--- config.mk ---
export PLATFORM = sky130hd
export DESIGN_NAME = reg_file_wr_arbiter
export DESIGN_NICKNAME = d
export VERILOG_FILES = /design/src/rtl/reg_file_wr_arbiter_pkg.sv /design/src/rtl/reg_file_wr_arbiter_rr_arb2.sv /design/src/rtl/reg_file_wr_arbiter.sv
export SDC_FILE = /design/constraint.sdc
export NUM_CORES = 1
export LEC_CHECK = 0
export BUFFER_PORTS_ARGS = -buffer_cell sky130_fd_sc_hd__buf_2
export CORE_MARGIN = 4
export CORE_UTILIZATION = 46
export CTS_CLUSTER_DIAMETER = 150
export DETAILED_ROUTE_END_ITERATION = 7
export PLACE_DENSITY = 0.89
export SLEW_MARGIN = 20
export SYNTH_ARGS = -nofsm -noshare
export SYNTH_HDL_FRONTEND = slang
export SYNTH_SLANG_ARGS = --single-unit
--- constraint.sdc ---
create_clock -name clk -period 2 [get_ports clk]
set_input_delay 0.3 -clock clk [delete_from_list [all_inputs] [get_ports clk]]
set_output_delay 0.3 -clock clk [all_outputs]
set_load 0.005 [all_outputs]
--- src/rtl/reg_file_wr_arbiter_pkg.sv ---
// Shared register-file write-port definitions: widths, depth, FSM encoding and
// arbitration pointer values.
package reg_file_wr_arbiter_pkg;

   localparam int DATA_W = 64;
   localparam int ADDR_W = 5;
   localparam int DEPTH  = 32;

   typedef enum logic {
      CLEAR = 1'b0,
      RUN   = 1'b1
   } state_t;

   localparam logic PRIO_A = 1'b0;
   localparam logic PRIO_B = 1'b1;

   // After a grant the pointer moves to the side that was not served.
   function automatic logic next_prio(input logic [1:0] gnt, input logic prio);
      if (gnt[0])      return PRIO_B;
      else if (gnt[1]) return PRIO_A;
      else             return prio;
   endfunction

endpackage

--- src/rtl/reg_file_wr_arbiter_rr_arb2.sv ---
// Two-way round-robin grant: a lone request wins outright, a tie goes to the
// side named by prio.
module rr_arb2
   import reg_file_wr_arbiter_pkg::*;
(
   input  logic [1:0] req,
   input  logic       prio,
   output logic [1:0] gnt
);

   assign gnt[0] = req[0] & (~req[1] | (prio == PRIO_A));
   assign gnt[1] = req[1] & (~req[0] | (prio == PRIO_B));

endmodule

--- src/rtl/reg_file_wr_arbiter.sv ---
// Register-file write port: clears every register after reset or clear_req,
// then arbitrates two requesters round-robin onto one registered write port.
module reg_file_wr_arbiter #(
   parameter int DATA_W = reg_file_wr_arbiter_pkg::DATA_W,
   parameter int ADDR_W = reg_file_wr_arbiter_pkg::ADDR_W,
   parameter int DEPTH  = reg_file_wr_arbiter_pkg::DEPTH
) (
   input  logic              clk,
   input  logic              rst_n,
   input  logic              a_valid,
   input  logic [ADDR_W-1:0] a_addr,
   input  logic [DATA_W-1:0] a_data,
   output logic              a_ready,
   input  logic              b_valid,
   input  logic [ADDR_W-1:0] b_addr,
   input  logic [DATA_W-1:0] b_data,
   output logic              b_ready,
   input  logic              clear_req,
   output logic [ADDR_W-1:0] waddr,
   output logic [DATA_W-1:0] wdata,
   output logic              wena,
   output logic              init_done
);

   import reg_file_wr_arbiter_pkg::*;

   localparam logic [ADDR_W-1:0] LAST = ADDR_W'(DEPTH - 1);

   state_t            state;
   logic [ADDR_W-1:0] cnt;
   logic              prio;
   logic              run_ok;
   logic [1:0]        req;
   logic [1:0]        gnt;

   // A clear request suppresses grants in the very cycle it arrives.
   assign run_ok = (state == RUN) && !clear_req;
   assign req    = {b_valid, a_valid} & {2{run_ok}};

   rr_arb2 u_arb (
      .req  (req),
      .prio (prio),
      .gnt  (gnt)
   );

   assign a_ready = gnt[0];
   assign b_ready = gnt[1];

   always_ff @(posedge clk) begin
      if (!rst_n) begin
         state     <= CLEAR;
         cnt       <= '0;
         prio      <= PRIO_A;
         wena      <= 1'b0;
         waddr     <= '0;
         wdata     <= '0;
         init_done <= 1'b0;
      end else begin
         wena <= 1'b0;
         if (state == CLEAR) begin
            wena  <= 1'b1;
            waddr <= cnt;
            wdata <= '0;
            if (cnt == LAST) begin
               state     <= RUN;
               init_done <= 1'b1;
               cnt       <= '0;
            end else begin
               cnt <= cnt + 1'b1;
            end
         end else if (clear_req) begin
            state     <= CLEAR;
            cnt       <= '0;
            init_done <= 1'b0;
         end else if (|gnt) begin
            wena  <= 1'b1;
            waddr <= gnt[0] ? a_addr : b_addr;
            wdata <= gnt[0] ? a_data : b_data;
            prio  <= next_prio(gnt, prio);
         end
      end
   end

endmodule
# == After elaboration in Yosys (flattened, before gate mapping) ==
# Index checks and enable logic that the tools add are counted.
# op_classes
add_sub_neg,1
n_reduce_logical,10
bitwise_logic,9
n_eq_ne,4
n_mux,19
# ops
operator,n
two-way mux 64 bit,1
two-way mux 5 bit,7
two-way mux 1 bit,11
AND reduction 2 bit,4
"adder 5 x 1 -> 5 bit, second input constant",1
"equality test 5 bit, second input constant",1
"!= test 2 bit, second input constant",2
NOT 1 bit,4
AND reduction 4 bit,1
nonzero test 2 bit,2
bitwise AND 1 bit,2
bitwise AND 2 bit,1
"!= test 2 x 1 -> 1 bit, second input constant",1
OR 1 bit,2
OR reduction 2 bit,1
logical AND 1 bit,1
logical NOT 1 bit,1
# totals
elab_cells,50
ff_bits,78

# == Logic depth before layout (Yosys ltp) ==
# Gate-level depths: netlist of run 1.
# logic_depth
ltp_word,10
mapped_depth,6
ltp_nobuf,6

# == Modules after synthesis ==
# From an unflattened synthesis of run 1, not the netlist that was laid out.
# hier_totals
hier_cells,368
area_unflattened_um2,3927.5
# modules_own_cells
module,n_inst,area_per_inst_um2,cells_per_inst
reg_file_wr_arbiter,1,3908.7,365
rr_arb2,1,18.8,3

# == Worst setup path before layout of run 1 ==
# OpenSTA, ideal clock, no wires.
# synth_timing
path_kind,register to register
start,register cnt[0]
end,register cnt[2]
setup_time_ps,76
synth_period_minus_slack_ps,1749
arrival_ps,1674
path_buffers,0
setup_slack_ps,251
path_stages_with_launch,6
path_cell_list,dfxtp_1 -> ha_1 -> and3_1 -> ha_1 -> or4b_2 -> a21boi_0
# synth_via
elab_chain_len,3
# synth_lines
element,line_no,source
start: declaration,reg_file_wr_arbiter.sv:30,logic [ADDR_W-1:0] cnt;
start signal: assignment,reg_file_wr_arbiter.sv:69,cnt <= cnt + 1'b1;
adder 5 x 1 -> 5 bit or equality test 5 bit (tied branches),"reg_file_wr_arbiter.sv:69, reg_file_wr_arbiter.sv:64",
two-way mux 5 bit *,reg_file_wr_arbiter.sv:64,if (cnt == LAST) begin
two-way mux 5 bit *,reg_file_wr_arbiter.sv:60,if (state == CLEAR) begin
# Mark *: on every way between the ends. The rest lies on a longest branch, timed or not.
# A chain may end at the register's enable or synchronous reset.

# == Worst setup path in the final report of run 1 ==
# Same ends and word-level chain as after synthesis.

==> flow_summary.json, run 1 <==
{
  "synth_seq_area_share_pct": 36.3,
  "cp-end-kind": "register",
  "clock.fmax_ghz": 0.519,
  "vias_per_cell": 6.13,
  "ys.flop_type": "dfxtp_1",
  "cts_setup_buffers": 0,
  "antenna_cells": 0,
  "root_buffer": "clkbuf_8",
  "hold_class": "in -> reg",
  "worst_pin_slew_ns": 0.396,
  "ant_nets": 0,
  "peakVddDrop_mv": 0.357,
  "status": "finished clean",
  "cpPeakStageDelay_ns": 0.61,
  "dp_hpwl_um": 9610,
  "finalCritPeriodShare_pct": 96.4,
  "grt.met3_usage_pct": 4.63,
  "antenna_found_initial": 0,
  "relSlewSlack_pct": 73.5,
  "ios": 216,
  "syn_nets": 612,
  "slew_violations": 0,
  "final-setup-viol-count": 0,
  "seq_area_um2": 1560,
  "layout.nets": 790,
  "die_y_um": 105,
  "grtUsageTotal_pct": 23.9,
  "multi_input_area_um2": 2400,
  "fin_area_um2": 5580,
  "tritoncts": "built",
  "cp.required_ns": 2.26,
  "core-area_um2": 9150,
  "clockBufferDepth": 2,
  "dp_worst_setup_slack_ns": 0.122,
  "ys_ff_latch": 78,
  "cpMostUsedCell": "ha_1",
  "clkTransAtPathRegs_ns": 0.08,
  "synth-edff-count": 0,
  "drtPass1Iterations": 5,
  "criticalPathCategory": "reg -> reg",
  "fillCellCount": 764,
  "grt_max_degree": 71,
  "drive_gt1_share_pct": 48.0,
  "setup_ws_ns": 0.0719,
  "drv_cap": 0,
  "initial_core_util_pct": 47.0,
  "grt_pass1_wl_um": 22000,
  "synthCells": 467,
  "gr-usage-met2_pct": 41.1,
  "dp.cells": 745,
  "finalHoldViolCount": 0,
  "place_congestion": 0.808,
  "met1_usage_pct": 30.5,
  "grt.overflow.total": 0,
  "drt_wl_total_um": 13800,
  "synthToLayoutAreaGrowth_pct": 29.9,
  "synth_cell_type_count": 36,
  "synth_warnings": 0,
  "cp_slowest_cell": "or4b_2",
  "top_usage_layer": "met2",
  "wire_per_inst_um": 18.1,
  "synth_area_um2": 4300,
  "crit_path_start_kind": "register",
  "yosys-top-cells-area": "dfxtp_1, o221a_2, o21a_1",
  "synthArstFlopShare_pct": 0,
  "insertion_delay_ns": 0.33,
  "fin_util_pct": 61.0,
  "leakagePower_nw": 2.42,
  "crit_chain": "ha_1 > and3_1 > ha_1 > or4b_2 > a21boi_0",
  "drt-initial-drc-count": 314,
  "cts_max_level": 3,
  "yosysTopAreaCell": "dfxtp_1",
  "numCtsBuffers": 9,
  "dieArea_um2": 11000,
  "arrival_ns": 2.19,
  "fin_tns_setup_ns": 0,
  "die_w_um": 105,
  "cp_max_fo": 6,
  "routed-via-count": 4653,
  "clock-sinks": 78,
  "avgSynthCellArea_um2": 9.20,
  "placed_cell_area_um2": 5360,
  "period_minus_slack_ns": 1.93,
  "io_buffers": 215,
  "netlist.area_leader.share_pct": 36.3,
  "synth_common_cells": "dfxtp_1, o21a_1, nand2_1",
  "yosys.cell_count.top_type": "dfxtp_1",
  "grt_pass1_vias": 4474,
  "core.rowCount": 35,
  "post-route-drc-count": 0,
  "power_density_nw_per_um2": 588,
  "instances_no_fill": 759,
  "worst_clock_skew_ns": 0.00781
}
cell type report:
class	instances	area share (%)
inverter	4	0.269
tap	111	2.49
clock buffer	9	2.22
sequential	78	28.0
clock inverter	5	1.79
timing repair buffer	229	22.3
multi-input combinational	323	43.0
placed cells by master, fill, tap and decap left out, types with 4 or more instances in the layout:
| cell type | n |
|---|---|
| o311a_1 | 5 |
| dfxtp_1 | 77 |
| o211ai_1 | 64 |
| o21ai_0 | 8 |
| o221a_2 | 59 |
| buf_12 | 5 |
| buf_4 | 9 |
| nand2_1 | 68 |
| mux2i_1 | 4 |
| o221a_1 | 5 |
| nor3b_1 | 4 |
| inv_1 | 4 |
| clkbuf_8 | 9 |
| a21oi_1 | 4 |
| o21a_1 | 69 |
| buf_2 | 215 |
final timing paths:
check	startpoint	slack, ns	to	cells after the start
worst max register to register	cnt[0]$_SDFFE_PN0P_	0.07	cnt[2]$_SDFFE_PN0P_	5
worst min register to register	wdata[25]$_SDFFE_PN0P_	0.53	wdata[25]$_SDFFE_PN0P_	1
worst min-delay path	b_addr[0]	0.23	waddr[0]$_SDFFE_PN0P_	2
worst max-delay path	cnt[0]$_SDFFE_PN0P_	0.07	cnt[2]$_SDFFE_PN0P_	5
metrics by stage:
stage	hold slack, ns	total power, W
global route	0.212	0.00340
finish	0.226	0.00328
floorplan	0.394	0.00176
global placement	0.513	0.00192
CTS	0.208	0.00331
detailed placement	0.511	0.00193
critical path: cells and delay by family (launching register included):
family	cells	cell delay (ns)
AOI/OAI and AO/OA	1	0.18
adders and majority gates	2	0.51
and+or+nand+nor	2	0.81
DFF	1	0.37
cells by family after synthesis:
group,share of synthesized area [%]
compound gates,44.1
simple gates,9.93
flops,36.3
buf+inv,8.15
mux,0.932
fa+ha+maj,0.582
layer usage:
| layer | wire, um | vias up |
|---|---|---|
| li1 | - | 2154 |
| met1 | 5570 | 2235 |
| met2 | 6930 | 241 |
| met3 | 1050 | 23 |
| met4 | 221 | 0 |
| met5 | 0 | - |
timing repair:
item / 4_1_cts / 5_1_grt
setup endpoints to repair: 1 / 1
resized for setup: 1 / 1
hold buffers: 0 / 0
cloned: 0 / 0
report_power, final:
group          switching [W]  internal [W]
logic               0.000151      0.000177
registers         0.00000895       0.00156
clock network       0.000573      0.000812
total               0.000734       0.00255
state kept, by name, summed over array words and instances, names as in the netlist:
| signal | cells |
|---|---|
| wdata | 64 |
| cnt | 5 |
| waddr | 5 |
| init_done | 1 |
| prio | 1 |
| state | 1 |
| wena | 1 |
No activity file was read; power rests on OpenSTA's default activity.
==> inputs of run 2 (changes only) <==
--- a/config.mk
+++ b/config.mk
@@ -6,8 +6,10 @@
 export NUM_CORES = 1
 export LEC_CHECK = 0
 export BUFFER_PORTS_ARGS = -buffer_cell sky130_fd_sc_hd__buf_2
+export CELL_PAD_IN_SITES_DETAIL_PLACEMENT = 1
+export CELL_PAD_IN_SITES_GLOBAL_PLACEMENT = 2
 export CORE_MARGIN = 4
-export CORE_UTILIZATION = 46
+export CORE_UTILIZATION = 26
 export CTS_CLUSTER_DIAMETER = 150
 export DETAILED_ROUTE_END_ITERATION = 7
 export PLACE_DENSITY = 0.89
==> run 2 against run 1 <==
  * Fmax increased by 3.5%
  * Critical path depth unchanged
  * Final area increased by 5.1%
  * Via count decreased by 1.4%
  * Critical endpoint unchanged
  * Largest power group is now the clock network
  * Highest routed layer unchanged
==> flow_summary.json, run 2 (synthesized netlist as in run 1, its figures left out) <==
{
  "slew_violations": 0,
  "timing.rr.start": "cnt[0]$_SDFFE_PN0P_",
  "cts.hold.buffers_added": 0,
  "top_register": "wdata",
  "grtUsageTotal_pct": 17.7,
  "criticalPathCategory": "reg -> reg",
  "most-common-layout-cells": "buf_2, dfxtp_1, o21a_1",
  "tritoncts": "built",
  "worst_hold_startpoint": "b_addr[0]",
  "clockPowerShare_pct": 48.3,
  "grt_pass1_wl_um": 26400,
  "die_w_um": 137,
  "swShare_pct": 22.4,
  "worst_pin_slew_ns": 0.470,
  "clkTransAtPathRegs_ns": 0.06,
  "numCtsBuffers": 9,
  "antenna_found_initial": 0,
  "final_common_cell": "buf_2",
  "cp-end-kind": "register",
  "comb_power_share_pct": 9.0,
  "r2r-end": "cnt[2]$_SDFFE_PN0P_",
  "pwr-share-seq_pct": 42.6,
  "p_int_w": 0.00286,
  "drtPass1Iterations": 4,
  "layout.nets": 796,
  "cts_max_level": 3,
  "antenna_cells": 0,
  "clock-sinks": 78,
  "grt_pass1_vias": 5023,
  "reg2reg_slack_ns": 0.14,
  "core.rowCount": 46,
  "finalHoldViolCount": 0,
  "crit_path_start_kind": "register",
  "grt_max_degree": 55,
  "largest_registers": "wdata x64, cnt x5, waddr x5",
  "clockBufferDepth": 2,
  "io_buffers": 215,
  "synthToLayoutAreaGrowth_pct": 36.6,
  "arrival_ns": 2.13,
  "largest_reg_flops": 64,
  "grt.overflow.total": 0,
  "p_switching_w": 0.000825,
  "dp_hpwl_um": 11600,
  "ant_nets": 0,
  "reg2regPathDepth": 5,
  "cp.required_ns": 2.26,
  "power_density_nw_per_um2": 629,
  "timing.hold.ws_ns": 0.231,
  "status": "finished clean",
  "fillCellCount": 1914,
  "routed-via-count": 4589,
  "fin_tns_setup_ns": 0,
  "rsz0062_at_grt": "no",
  "dieArea_um2": 18700,
  "ios": 216,
  "hold_class": "in -> reg",
  "leakagePower_nw": 2.50,
  "wire_per_inst_um": 19.5,
  "final-setup-viol-count": 0,
  "finalCritPeriodShare_pct": 93.1,
  "post-route-drc-count": 0,
  "placed_cell_area_um2": 5510,
  "hold_path_end": "waddr[0]$_SDFFE_PN0P_",
  "insertion_delay_ns": 0.34,
  "drt_wl_total_um": 17000,
  "peakVddDrop_mv": 0.369,
  "period_minus_slack_ns": 1.86,
  "min_path_cells": 2,
  "drt-initial-drc-count": 226,
  "power_w": 0.00369,
  "place_congestion": 0.798,
  "drive_gt1_share_pct": 48.2,
  "drv_cap": 0,
  "cp_max_fo": 6,
  "initial_core_util_pct": 26.8,
  "relSlewSlack_pct": 68.7,
  "clock.fmax_ghz": 0.537,
  "die_y_um": 137,
  "root_buffer": "clkbuf_16",
  "core-area_um2": 16100,
  "fin_area_um2": 5870,
  "vias_per_cell": 5.26,
  "worst_clock_skew_ns": 0.00422
}
run 2: area by class of cell:
cell class	count	area (um^2)	share of cell area [%]
Multi-Input combinational cell	323	2400	40.9
Sequential cell	78	1560	26.6
Timing Repair Buffer	235	1310	22.3
Tap cell	216	270	4.60
Clock buffer	12	246	4.20
Clock inverter	4	70.1	1.19
Inverter	4	15.0	0.256
run 2: worst max-delay path by stage:
stage | slack, ns | cells past startpoint | end | startpoint
after CTS | 0.09 | 5 | cnt[2]$_SDFFE_PN0P_ | cnt[0]$_SDFFE_PN0P_
after global placement | 0.20 | 5 | cnt[2]$_SDFFE_PN0P_ | cnt[0]$_SDFFE_PN0P_
after global routing | 0.02 | 4 | a_ready | state$_SDFF_PN0_
after detailed placement | 0.11 | 5 | cnt[2]$_SDFFE_PN0P_ | cnt[0]$_SDFFE_PN0P_
final | 0.14 | 5 | cnt[2]$_SDFFE_PN0P_ | cnt[0]$_SDFFE_PN0P_
after floorplan | 0.25 | 5 | cnt[2]$_SDFFE_PN0P_ | cnt[0]$_SDFFE_PN0P_
run 2: metrics by stage:
step | setup WS [ns] | instances | util (%)
2_1_floorplan | 0.251 | 467 | -
4_1_cts | 0.0900 | 870 | 36.3
3_5_place_dp | 0.113 | 853 | 34.3
3_3_place_gp | 0.198 | 853 | 34.3
6_report | 0.137 | 872 | 36.6
5_1_grt | 0.0219 | 872 | 36.6
run 2: what timing repair did:
action	in CTS	in global routing
buffers inserted	1	1
endpoints found under the setup margin	1	2
resized for setup	0	1
cloned	0	1
endpoints found under the hold margin	0	0
run 2: power groups by stage:
stage | clock, W | sequential [W] | combinational, W
detailed placement | 0 | 0.00161 | 0.000334
CTS | 0.00185 | 0.00157 | 0.000336
floorplan | 0 | 0.00160 | 0.000153
global route | 0.00192 | 0.00157 | 0.000372
global placement | 0 | 0.00161 | 0.000328
finish | 0.00178 | 0.00157 | 0.000333
run 2: metal layers:
| layer | vias up | track usage [%] | wire (um) |
|---|---|---|---|
| met5 | - | 0 | 0 |
| met4 | 0 | 4.42 | 155 |
| li1 | 2176 | - | - |
| met3 | 11 | 4.30 | 1110 |
| met2 | 154 | 30.0 | 8150 |
| met1 | 2248 | 22.6 | 7560 |
run 2: worst max-delay path: stages, from the launching register on:
cell,delay (ns)
dfxtp_1,0.36
ha_1,0.25
and3_1,0.20
ha_2,0.21
or4b_2,0.60
a21boi_0,0.17
==> inputs of run 3 (changes only) <==
--- a/config.mk
+++ b/config.mk
@@ -5,10 +5,10 @@
 export SDC_FILE = /design/constraint.sdc
 export NUM_CORES = 1
 export LEC_CHECK = 0
+export ABC_CLOCK_PERIOD_IN_PS = 2000
 export BUFFER_PORTS_ARGS = -buffer_cell sky130_fd_sc_hd__buf_2
 export CELL_PAD_IN_SITES_DETAIL_PLACEMENT = 1
 export CELL_PAD_IN_SITES_GLOBAL_PLACEMENT = 2
-export CORE_MARGIN = 4
 export CORE_UTILIZATION = 26
 export CTS_CLUSTER_DIAMETER = 150
 export DETAILED_ROUTE_END_ITERATION = 7
==> run 3 against run 2 <==
  * First-iteration DRC count shrank 12%
  * Register-to-register slack is essentially flat
  * Core utilization barely moved
  * Total power fell by 3.3%
  * Global-route usage is 0.48 points higher
  * Non-clock buffer count up 1
  * Critical path type is now reg -> out
  * Sequential cell count unchanged
==> flow_summary.json, run 3 (synthesized netlist as in run 1, its figures left out) <==
{
  "drt-initial-drc-count": 198,
  "worst_pin_slew_ns": 0.479,
  "setup_ws_ns": 0.116,
  "reg2reg_slack_ns": 0.13,
  "multi_input_area_um2": 2400,
  "clock.fmax_ghz": 0.531,
  "fin_area_um2": 5850,
  "drtPass1Iterations": 6,
  "top_register": "wdata",
  "placed_cell_area_um2": 5550,
  "dp_hpwl_um": 11000,
  "synthToLayoutAreaGrowth_pct": 36.2,
  "criticalPathCategory": "reg -> out",
  "critPathBufInv": 2,
  "grtUsageTotal_pct": 18.2,
  "drive_gt1_share_pct": 48.4,
  "largest_reg_flops": 64,
  "io_buffers": 215,
  "drv_cap": 0,
  "status": "finished clean",
  "relSlewSlack_pct": 68.1,
  "reg2regPathDepth": 5,
  "ant_nets": 0,
  "core.rowCount": 46,
  "final-setup-viol-count": 0,
  "most-common-layout-cells": "buf_2, dfxtp_1, o21a_1",
  "cp-end-kind": "output port",
  "seq_area_um2": 1560,
  "clock-sinks": 78,
  "fin_tns_setup_ns": 0,
  "finalCritPeriodShare_pct": 94.2,
  "hold_path_end": "waddr[0]$_SDFFE_PN0P_",
  "rsz0062_at_grt": "no",
  "clkTransAtPathRegs_ns": 0.06,
  "clockBufferDepth": 2,
  "largest_registers": "wdata x64, cnt x5, waddr x5",
  "root_buffer": "clkbuf_16",
  "hold_class": "in -> reg",
  "grt_pass1_vias": 4575,
  "insertion_delay_ns": 0.34,
  "fillCellCount": 1931,
  "arrival_ns": 1.58,
  "cts_setup_buffers": 0,
  "core-area_um2": 16000,
  "vias_per_cell": 5.21,
  "drt_wl_total_um": 15800,
  "dieArea_um2": 17000,
  "slew_violations": 0,
  "worst_clock_skew_ns": 0.00606,
  "place_congestion": 0.813,
  "finalHoldViolCount": 0,
  "grt_pass1_wl_um": 24000,
  "die_y_um": 131,
  "cts_max_level": 3,
  "ios": 216,
  "cpPeakStageDelay_ns": 0.45,
  "path_delay_family": "flip-flops",
  "crit_chain": "nand3b_1 > buf_6 > nor2_1 > buf_2",
  "leakagePower_nw": 2.48,
  "cp.required_ns": 1.70,
  "worst_hold_startpoint": "b_addr[0]",
  "antenna_found_initial": 2,
  "layout.nets": 797,
  "timing.rr.start": "cnt[0]$_SDFFE_PN0P_",
  "initial_core_util_pct": 26.9,
  "cp_max_fo": 32,
  "min_path_cells": 2,
  "tritoncts": "built",
  "power_density_nw_per_um2": 610,
  "cp_slowest_cell": "dfxtp_1",
  "r2r-end": "cnt[2]$_SDFFE_PN0P_",
  "die_w_um": 131,
  "grt_max_degree": 43,
  "peakVddDrop_mv": 0.370,
  "crit_path_start_kind": "register",
  "final_common_cell": "buf_2",
  "power_w": 0.00357,
  "post-route-drc-count": 0,
  "wire_per_inst_um": 18.1,
  "grt.overflow.total": 0,
  "numCtsBuffers": 9,
  "dp_worst_setup_slack_ns": 0.104,
  "period_minus_slack_ns": 1.88,
  "routed-via-count": 4553
}
## run 3: per-layer routing
layer | global-route usage, % | up-vias | wire length, um
met2 | 31.8 | 134 | 7680
met5 | 0 | - | 32
li1 | - | 2175 | -
met4 | 6.29 | 4 | 208
met3 | 3.83 | 19 | 818
met1 | 22.1 | 2221 | 7100
## run 3: report_power, final
group / switching, W / internal (W) / total (W)
Combinational: 0.000156 / 0.000179 / 0.000335
Clock: 0.000698 / 0.000964 / 0.00166
Sequential: 0.00000913 / 0.00156 / 0.00157
Total: 0.000863 / 0.00271 / 0.00357
## run 3: layout make-up
class | count | share of cell area (%)
Multi-Input combinational cell | 323 | 41.0
Sequential cell | 78 | 26.7
Antenna cell | 1 | 0.0428
Inverter | 4 | 0.257
Clock inverter | 6 | 1.07
Tap cell | 216 | 4.62
Clock buffer | 10 | 3.91
Timing Repair Buffer | 236 | 22.4
## run 3: what timing repair did
action	CTS	global route
endpoints found under the setup margin	0	2
resized for setup	0	2
endpoints found under the hold margin	0	0
hold buffers	0	0
## run 3: worst reg2reg max path, cell delays in order (launching register included)
cell      delay, ns
dfxtp_1        0.36
ha_1           0.25
and3_1         0.20
ha_2           0.20
or4b_2         0.60
a21boi_0       0.18
## run 3: metrics by stage
step / std cells / hold WS (ns) / util [%]
global route: 873 / 0.231 / 36.6
detailed placement: 857 / 0.520 / 34.7
finish: 874 / 0.231 / 36.6
floorplan: 467 / 0.394 / -
CTS: 873 / 0.217 / 36.5
global placement: 857 / 0.509 / 34.7
## run 3: worst max path at each step
stage / endpoint / startpoint / depth (start not counted) / slack (ns)
3_5_place_dp: cnt[2]$_SDFFE_PN0P_ / cnt[0]$_SDFFE_PN0P_ / 5 / 0.10
4_1_cts: a_ready / state$_SDFF_PN0_ / 4 / 0.03
5_1_grt: cnt[2]$_SDFFE_PN0P_ / cnt[0]$_SDFFE_PN0P_ / 5 / 0.02
2_1_floorplan: cnt[2]$_SDFFE_PN0P_ / cnt[0]$_SDFFE_PN0P_ / 5 / 0.25
3_3_place_gp: cnt[2]$_SDFFE_PN0P_ / cnt[0]$_SDFFE_PN0P_ / 5 / 0.16
6_report: a_ready / state$_SDFF_PN0_ / 4 / 0.12
